`src/rtl/sirv_tl_fragmenter_a.sv`:
```
// TileLink A-channel fragmenter: splits multi-beat Get/Put requests into 32-bit single-beat
// fragments, asking the upstream repeater to replay Gets until the last fragment.
module sirv_tl_fragmenter_a #(
    parameter int unsigned MAX_LGSIZE = 6
) (
    input  logic        clock,
    input  logic        reset,
    output logic        io_repeat,
    output logic        io_in_ready,
    input  logic        io_in_valid,
    input  logic [2:0]  io_in_bits_opcode,
    input  logic [2:0]  io_in_bits_param,
    input  logic [2:0]  io_in_bits_size,
    input  logic [1:0]  io_in_bits_source,
    input  logic [29:0] io_in_bits_address,
    input  logic [3:0]  io_in_bits_mask,
    input  logic [31:0] io_in_bits_data,
    input  logic        io_out_ready,
    output logic        io_out_valid,
    output logic [2:0]  io_out_bits_opcode,
    output logic [2:0]  io_out_bits_param,
    output logic [2:0]  io_out_bits_size,
    output logic [1:0]  io_out_bits_source,
    output logic [29:0] io_out_bits_address,
    output logic [3:0]  io_out_bits_mask,
    output logic [31:0] io_out_bits_data,
    output logic        io_out_last,
    output logic        io_busy
);

    localparam int unsigned FragW = MAX_LGSIZE - 2;
    localparam logic [2:0] MaxLg = 3'(MAX_LGSIZE);

    localparam logic [2:0] OpPutFull    = 3'd0;
    localparam logic [2:0] OpPutPartial = 3'd1;
    localparam logic [2:0] OpGet        = 3'd4;

    logic [FragW-1:0] frag_q, frag_d;
    logic             fire;
    logic             is_get;
    logic             fragmentable;
    logic [2:0]       lg;
    logic [FragW:0]   total_onehot;
    logic [FragW-1:0] last_idx;

    assign io_out_valid = io_in_valid;
    assign io_in_ready  = io_out_ready;
    assign fire         = io_out_valid & io_out_ready;

    assign is_get       = (io_in_bits_opcode == OpGet);
    assign fragmentable = (is_get || io_in_bits_opcode == OpPutFull ||
                           io_in_bits_opcode == OpPutPartial) && (io_in_bits_size > 3'd2);

    // Oversized requests are clamped, so the counter simply wraps at MAX_LGSIZE bytes.
    assign lg           = (io_in_bits_size > MaxLg) ? MaxLg : io_in_bits_size;
    assign total_onehot = (FragW + 1)'(1) << (lg - 3'd2);
    // When total fills the whole counter the low bits are zero and the decrement yields all-ones.
    assign last_idx     = total_onehot[FragW-1:0] - FragW'(1);

    always_comb begin
        io_out_bits_opcode  = io_in_bits_opcode;
        io_out_bits_param   = io_in_bits_param;
        io_out_bits_source  = io_in_bits_source;
        io_out_bits_data    = io_in_bits_data;
        io_out_bits_size    = io_in_bits_size;
        io_out_bits_address = io_in_bits_address;
        io_out_bits_mask    = io_in_bits_mask;
        io_out_last         = 1'b1;
        io_repeat           = 1'b0;
        if (fragmentable) begin
            io_out_bits_size    = 3'd2;
            // OR is safe: TL guarantees the base is aligned to the full request size.
            io_out_bits_address = io_in_bits_address | (30'(frag_q) << 2);
            io_out_bits_mask    = is_get ? 4'hF : io_in_bits_mask;
            io_out_last         = (frag_q == last_idx);
            io_repeat           = is_get & ~io_out_last;
        end
    end

    always_comb begin
        frag_d = frag_q;
        if (fire) begin
            frag_d = io_out_last ? '0 : frag_q + FragW'(1);
        end
    end

    always_ff @(posedge clock) begin
        if (reset) begin
            frag_q <= '0;
        end else begin
            frag_q <= frag_d;
        end
    end

    assign io_busy = (frag_q != '0);

endmodule

```
`config.mk`:
```
export PLATFORM = sky130hd
export DESIGN_NAME = sirv_tl_fragmenter_a
export DESIGN_NICKNAME = d
export VERILOG_FILES = /design/src/rtl/sirv_tl_fragmenter_a.sv
export SDC_FILE = /design/constraint.sdc
export NUM_CORES = 1
export LEC_CHECK = 0
export ABC_AREA = 1
export CAP_MARGIN = 10
export CORE_UTILIZATION = 23
export CTS_BUF_LIST = sky130_fd_sc_hd__clkbuf_2
export DETAILED_ROUTE_END_ITERATION = 6
export PLACE_DENSITY = 0.92
export SYNTH_ARGS = -nofsm -noshare
export SYNTH_HDL_FRONTEND = slang
export SYNTH_SLANG_ARGS = --single-unit
```
`constraint.sdc`:
```
create_clock -name clock -period 1.7 [get_ports clock]
set_clock_uncertainty 0.1 [all_clocks]
set_input_delay 0.17 -clock clock [delete_from_list [all_inputs] [get_ports clock]]
set_output_delay 0.17 -clock clock [all_outputs]
set_load 0.03 [all_outputs]
```
# --- Word-level counts from Yosys, hierarchy flattened ---
# Cells that the tools add are included.
# Widths: inputs -> output; s select.
totals:
  input_bits: 81
  word_cells: 27
  latchBits: 0
  register_bits: 4
  romBits: 0
  output_inout_bits: 82
  mem_bits_rw: 0
  mem_count: 0
classes:
  mux: 8
  reduce_logical: 5
  addsub: 3
  n_mul: 0
  bitwise: 4
  n_div: 0
  n_eq_ne: 3
  shifts: 1
  magnitude_cmp: 2
ops:
  columns: ["cell", "n"]
  rows:
  - ["$mux 30", 1]
  - ["$or 30x6->30", 1]
  - ["$mux 4", 3]
  - ["$mux 3", 2]
  - ["$add 4x1->4 const B", 1]
  - ["$eq 4x4->1", 1]
  - ["$reduce_bool 4->1", 1]
  - ["$shl 1x3->4 const A", 1]
  - ["$sub 4x1->4 const B", 1]
  - ["$eq 3x1->1 const B", 1]
  - ["$eq 3x3->1 const B", 1]
  - ["$gt 3x2->1 const B", 1]
  - ["$gt 3x3->1 const B", 1]
  - ["$logic_not 3->1", 1]
  - ["$sub 3x2->3 const B", 1]
  - ["$and 1x1->1", 2]
  - ["$logic_or 1x1->1", 2]
  - ["$mux 1", 2]
  - ["$logic_and 1x1->1", 1]
  - ["$not 1->1", 1]

# --- Logic depth before layout (Yosys ltp) ---
depth:
  depth_word: 9
  depth_mapped: 12
  mapped_depth_nobuf: 12

# --- Least setup slack after synthesis ---
# Ideal clock, no wire load.
synth_timing:
  path_kind: "input-to-output"
  start: "input port io_in_bits_size[2]"
  end: "output port io_repeat"
  t_arrival_ns: 1.460
  path_stages: 7
  n_path_buf: 0
  setup_slack_ns: -0.030
  required_time_ns: 1.430
  path_cell_list: "inv_1 ha_1 nor2_1 nand2_1 a31oi_4 nand3b_2 a31oi_1"
synth_between:
  elab_chain_cells: 9
  elab_cells_between_ends: 11
  cone_classes: "add/sub (2); order compare (2); eq/ne (1); shift (1); mux (2); bitwise (2); reduce/logical (1)"
synth_lines:
  columns: ["element", "line", "source"]
  rows:
  - ["start: declaration", "13", "input logic [2:0] io_in_bits_size,"]
  - ["$gt 3x3->1", "55", "assign lg = (io_in_bits_size > MaxLg) ? MaxLg : io_in_bits_size;"]
  - ["$mux 3", "55", null]
  - ["$sub 3x2->3", "56", "assign total_onehot = (FragW + 1)'(1) << (lg - 3'd2);"]
  - ["$shl 1x3->4", "56", null]
  - ["$sub 4x1->4", "58", "assign last_idx = total_onehot[FragW-1:0] - FragW'(1);"]
  - ["$eq 4x4->1", "75", "io_out_last = (frag_q == last_idx);"]
  - ["$not 1->1", "76", "io_repeat = is_get & ~io_out_last;"]
  - ["$and 1x1->1", "76", null]
  - ["$mux 1 (*)", "70", "if (fragmentable) begin"]
  - ["end: declaration", "8", "output logic io_repeat,"]
# Every way passes the cells marked *; elsewhere a longest branch is shown, timed or not.

# --- Worst setup path after layout ---
# Same ends and word-level chain as after synthesis.

==> summary.md <==
| Metric | Value |
|---|---|
| Largest net degree at the start of global routing | 6 |
| DP HPWL | ~1.6 mm |
| Fillcell total | around 450 |
| Crit-path cells | buf_2, inv_2, buf_4, ha_2, inv_1, nand2_1, nand2_1, nand2_1, nand2_1, a31oi_4, buf_12 |
| Clock Sinks | 4 |
| Via density | ~4.1 |
| Area delta synth->final | 8.61% |
| Synth Warn # | 0 |
| Pleak | 0.524 nW |
| Remaining DRCs | 0 |
| Diodes inserted | 0 |
| EDFF count, synth | 0 |
| Most used cell, CP | nand2_1 |
| Setup violators final | 0 |
| Synth area leaders | buf_4, dfxtp_1, nand2_1 |
| Cell Pwr Density | about 440 nW/um^2 |
| Largest register FFs | 4 |
| Kind of critical path | input port to output pin |
| Max-Cap Viols | 0 |
| CTS tree | built |
| Hold_ws | roughly 240 ps |
| CP Data Arrival Time | about 1400 ps |
| Syn Std Cell Area | about 1000 sq um |
| Slew HR | roughly four fifths |
| Die area | 4630 sq um |
| Commonest cells in the synthesized netlist | buf_4, nand2_1, inv_1 |
| Placed Area | 973 sq um |
| Syn Nets | 230 |
| Area leader, netlist | buf_4 |
| Worst-Skew Late Latency | between 200 and 250 ps |
| Layout cells sized above 1 | a little over two fifths |
| Ys flop type | dfxtp_1 |
| I/O pin cnt | approximately 160 |
| Final slew viol count | 0 |
| Fin area | ~1100 sq um |
| H-tree depth | 1 |
| Ys async rst share | 0% |
| Status | completed |
| Die Height | 68.0 um |
| Sequential fraction of the synthesis area | under 10% |
| VDD IR-drop max | about 170 uV |
| Maximum clock insertion buffer count | 2 |
| Max incr delay on CP | 200 ps |
| Fin. Hold Viols | 0 |
| Largest registers | frag_q: 4 flops |
| First-pass GRT wire length | 2.86 mm |
| Worst-margin pin slew | 311 ps |
| Cell Rows | 23 |
| Root buffer cell | clkbuf_2 |
| CTS Buf Count | 3 |
| Slowest-stage cell, CP | ha_2 |
| Final Cycle Share | 97.1% |
| Congestion Overflow GR | 0 |
| GRT Overall Usage | 8.21% |
| Total iterations of the first detailed-routing run | 4 |
| Tmin final | 1650 ps |
| Cell with the most instances after synthesis | buf_4 |
| IO buf count | 36 |
| WL/cell | 10.9 um |
| Crit path max fanout | 3 |
| Top reg by flops | frag_q |
| RePlAce Congestion | between 0.7 and 0.8 |
| Setup crit start kind | input port |
| DR vias | about 730 |
| Starting Density | around 25% |
| CP required | between 1000 and 1500 ps |
| Avg Inst Size Synth | between 6 and 7 sq um |
| Crit end category | output pin |
| Post-Syn Instances | 144 |
| Vias in the first global route | ~700 |
| Core area | 4090 sq um |
| Width of the chip | between 60 and 70 um |
| Nets@finish | approximately 210 |
| Yosys top cell area share | between 50 and 60% |
| CP bufs+invs | 5 |
| FF+latch count, synth | 4 |
| Antenna-violating nets left | 0 |
| Wirelength, routed | about 1.9 mm |
| DRT iter0 DRCs | 16 |
| Cell family with most CP delay | buffers and inverters |
| HP Class | input port to output pin |
| Synth unique cells | 18 |
| Max Freq | 606 MHz |
| Initial antenna violation count | 0 |
==> repair_timing <==
item,in CTS,in global routing
resized for setup,34,7
setup buffers,1,2
hold buffers,0,0
gates cloned,0,0
pin swaps,4,3
setup endpoints to repair,17,10
==> worst paths after layout <==
path | startpoint | endpoint | slack (ps) | cells past startpoint
max | io_in_bits_size[2] | io_repeat | 50 | 11
min | io_in_bits_address[9] | io_out_bits_address[9] | 240 | 0
max reg2reg | frag_q[2]$_SDFFE_PP0P_ | frag_q[1]$_SDFFE_PP0P_ | 350 | 9
min reg2reg | frag_q[2]$_SDFFE_PP0P_ | frag_q[2]$_SDFFE_PP0P_ | 480 | 2
==> layer usage <==
metal / routed length (um) / up-vias / global-route usage [%]
met1: 664 / 326 / 7.16
met2: 933 / 43 / 14.3
met3: 212 / 24 / 4.00
li1: - / 332 / -
met5: 0 / - / 0
met4: 108 / 0 / 6.25
==> cell usage in the layout, fill, tap and decap left out <==
cell type        count
nand2_1             15
clkdlybuf4s50_1     15
buf_4               15
inv_1               10
nand2_2              7
buf_6                7
inv_2                6
nor2_1               6
dlygate4sd2_1        5
o21bai_1             4
nand3_1              3
xor2_1               3
ha_1                 3
clkbuf_2             3
dfxtp_1              3
a31oi_4              2
nand3_2              2
xnor2_1              2
nand2_4              2
buf_2                2
buf_12               2
nor2_4               1
nor2_2               1
nand3b_4             1
o21ai_0              1
nand4_1              1
ha_4                 1
ha_2                 1
dfxtp_2              1
clkdlybuf4s15_2      1
==> kinds of logic after synthesis <==
kind of cell | count (synthesis) | share of synthesized area, %
AO/OA/AOI/OAI | 7 | 6.24
XOR/XNOR | 5 | 4.37
flip-flops | 4 | 7.99
buffers and inverters | 84 | 56.9
AND/OR/NAND/NOR | 39 | 18.2
adder cells (fa/ha/maj) | 5 | 6.24
==> metrics by stage <==
stage | setup slack [ps] | setup TNS [ps] | util (%) | instances | total power [mW]
detailed placement | -511 | -6850 | 23.8 | 170 | 0.363
global placement | -428 | -5730 | 23.8 | 170 | 0.359
finish | 49.2 | 0 | 26.6 | 176 | 0.479
floorplan | 49.8 | 0 | - | 144 | 0.522
CTS | 3.15 | 0 | 25.6 | 174 | 0.470
global route | -20.8 | -25.3 | 26.6 | 176 | 0.509
==> worst register-to-register path, stage by stage (launching register included) <==
cell and delay [ps]:
dfxtp_2 370, inv_2 60, nand2_1 70, nand3_1 90
nand2_1 140, nand3_2 90, nand2_2 110, nand2_2 60
nand2_2 80, nor2_1 50
==> area by class of cell <==
class / instances / area [sq um] / share of cell area [%]
multi-input combinational: 56 / 423 / 38.9
tap: 50 / 62.6 / 5.75
timing repair buffer: 47 / 447 / 41.0
clock buffer: 3 / 15.0 / 1.38
inverter: 16 / 60.1 / 5.52
sequential: 4 / 81.3 / 7.47
==> power breakdown <==
group	switching, mW	internal (mW)
clock	0.0435	0.0475
sequential	0.00442	0.0974
combinational	0.150	0.137
total	0.198	0.281
Note: power is estimated with default switching activity, not from simulation.
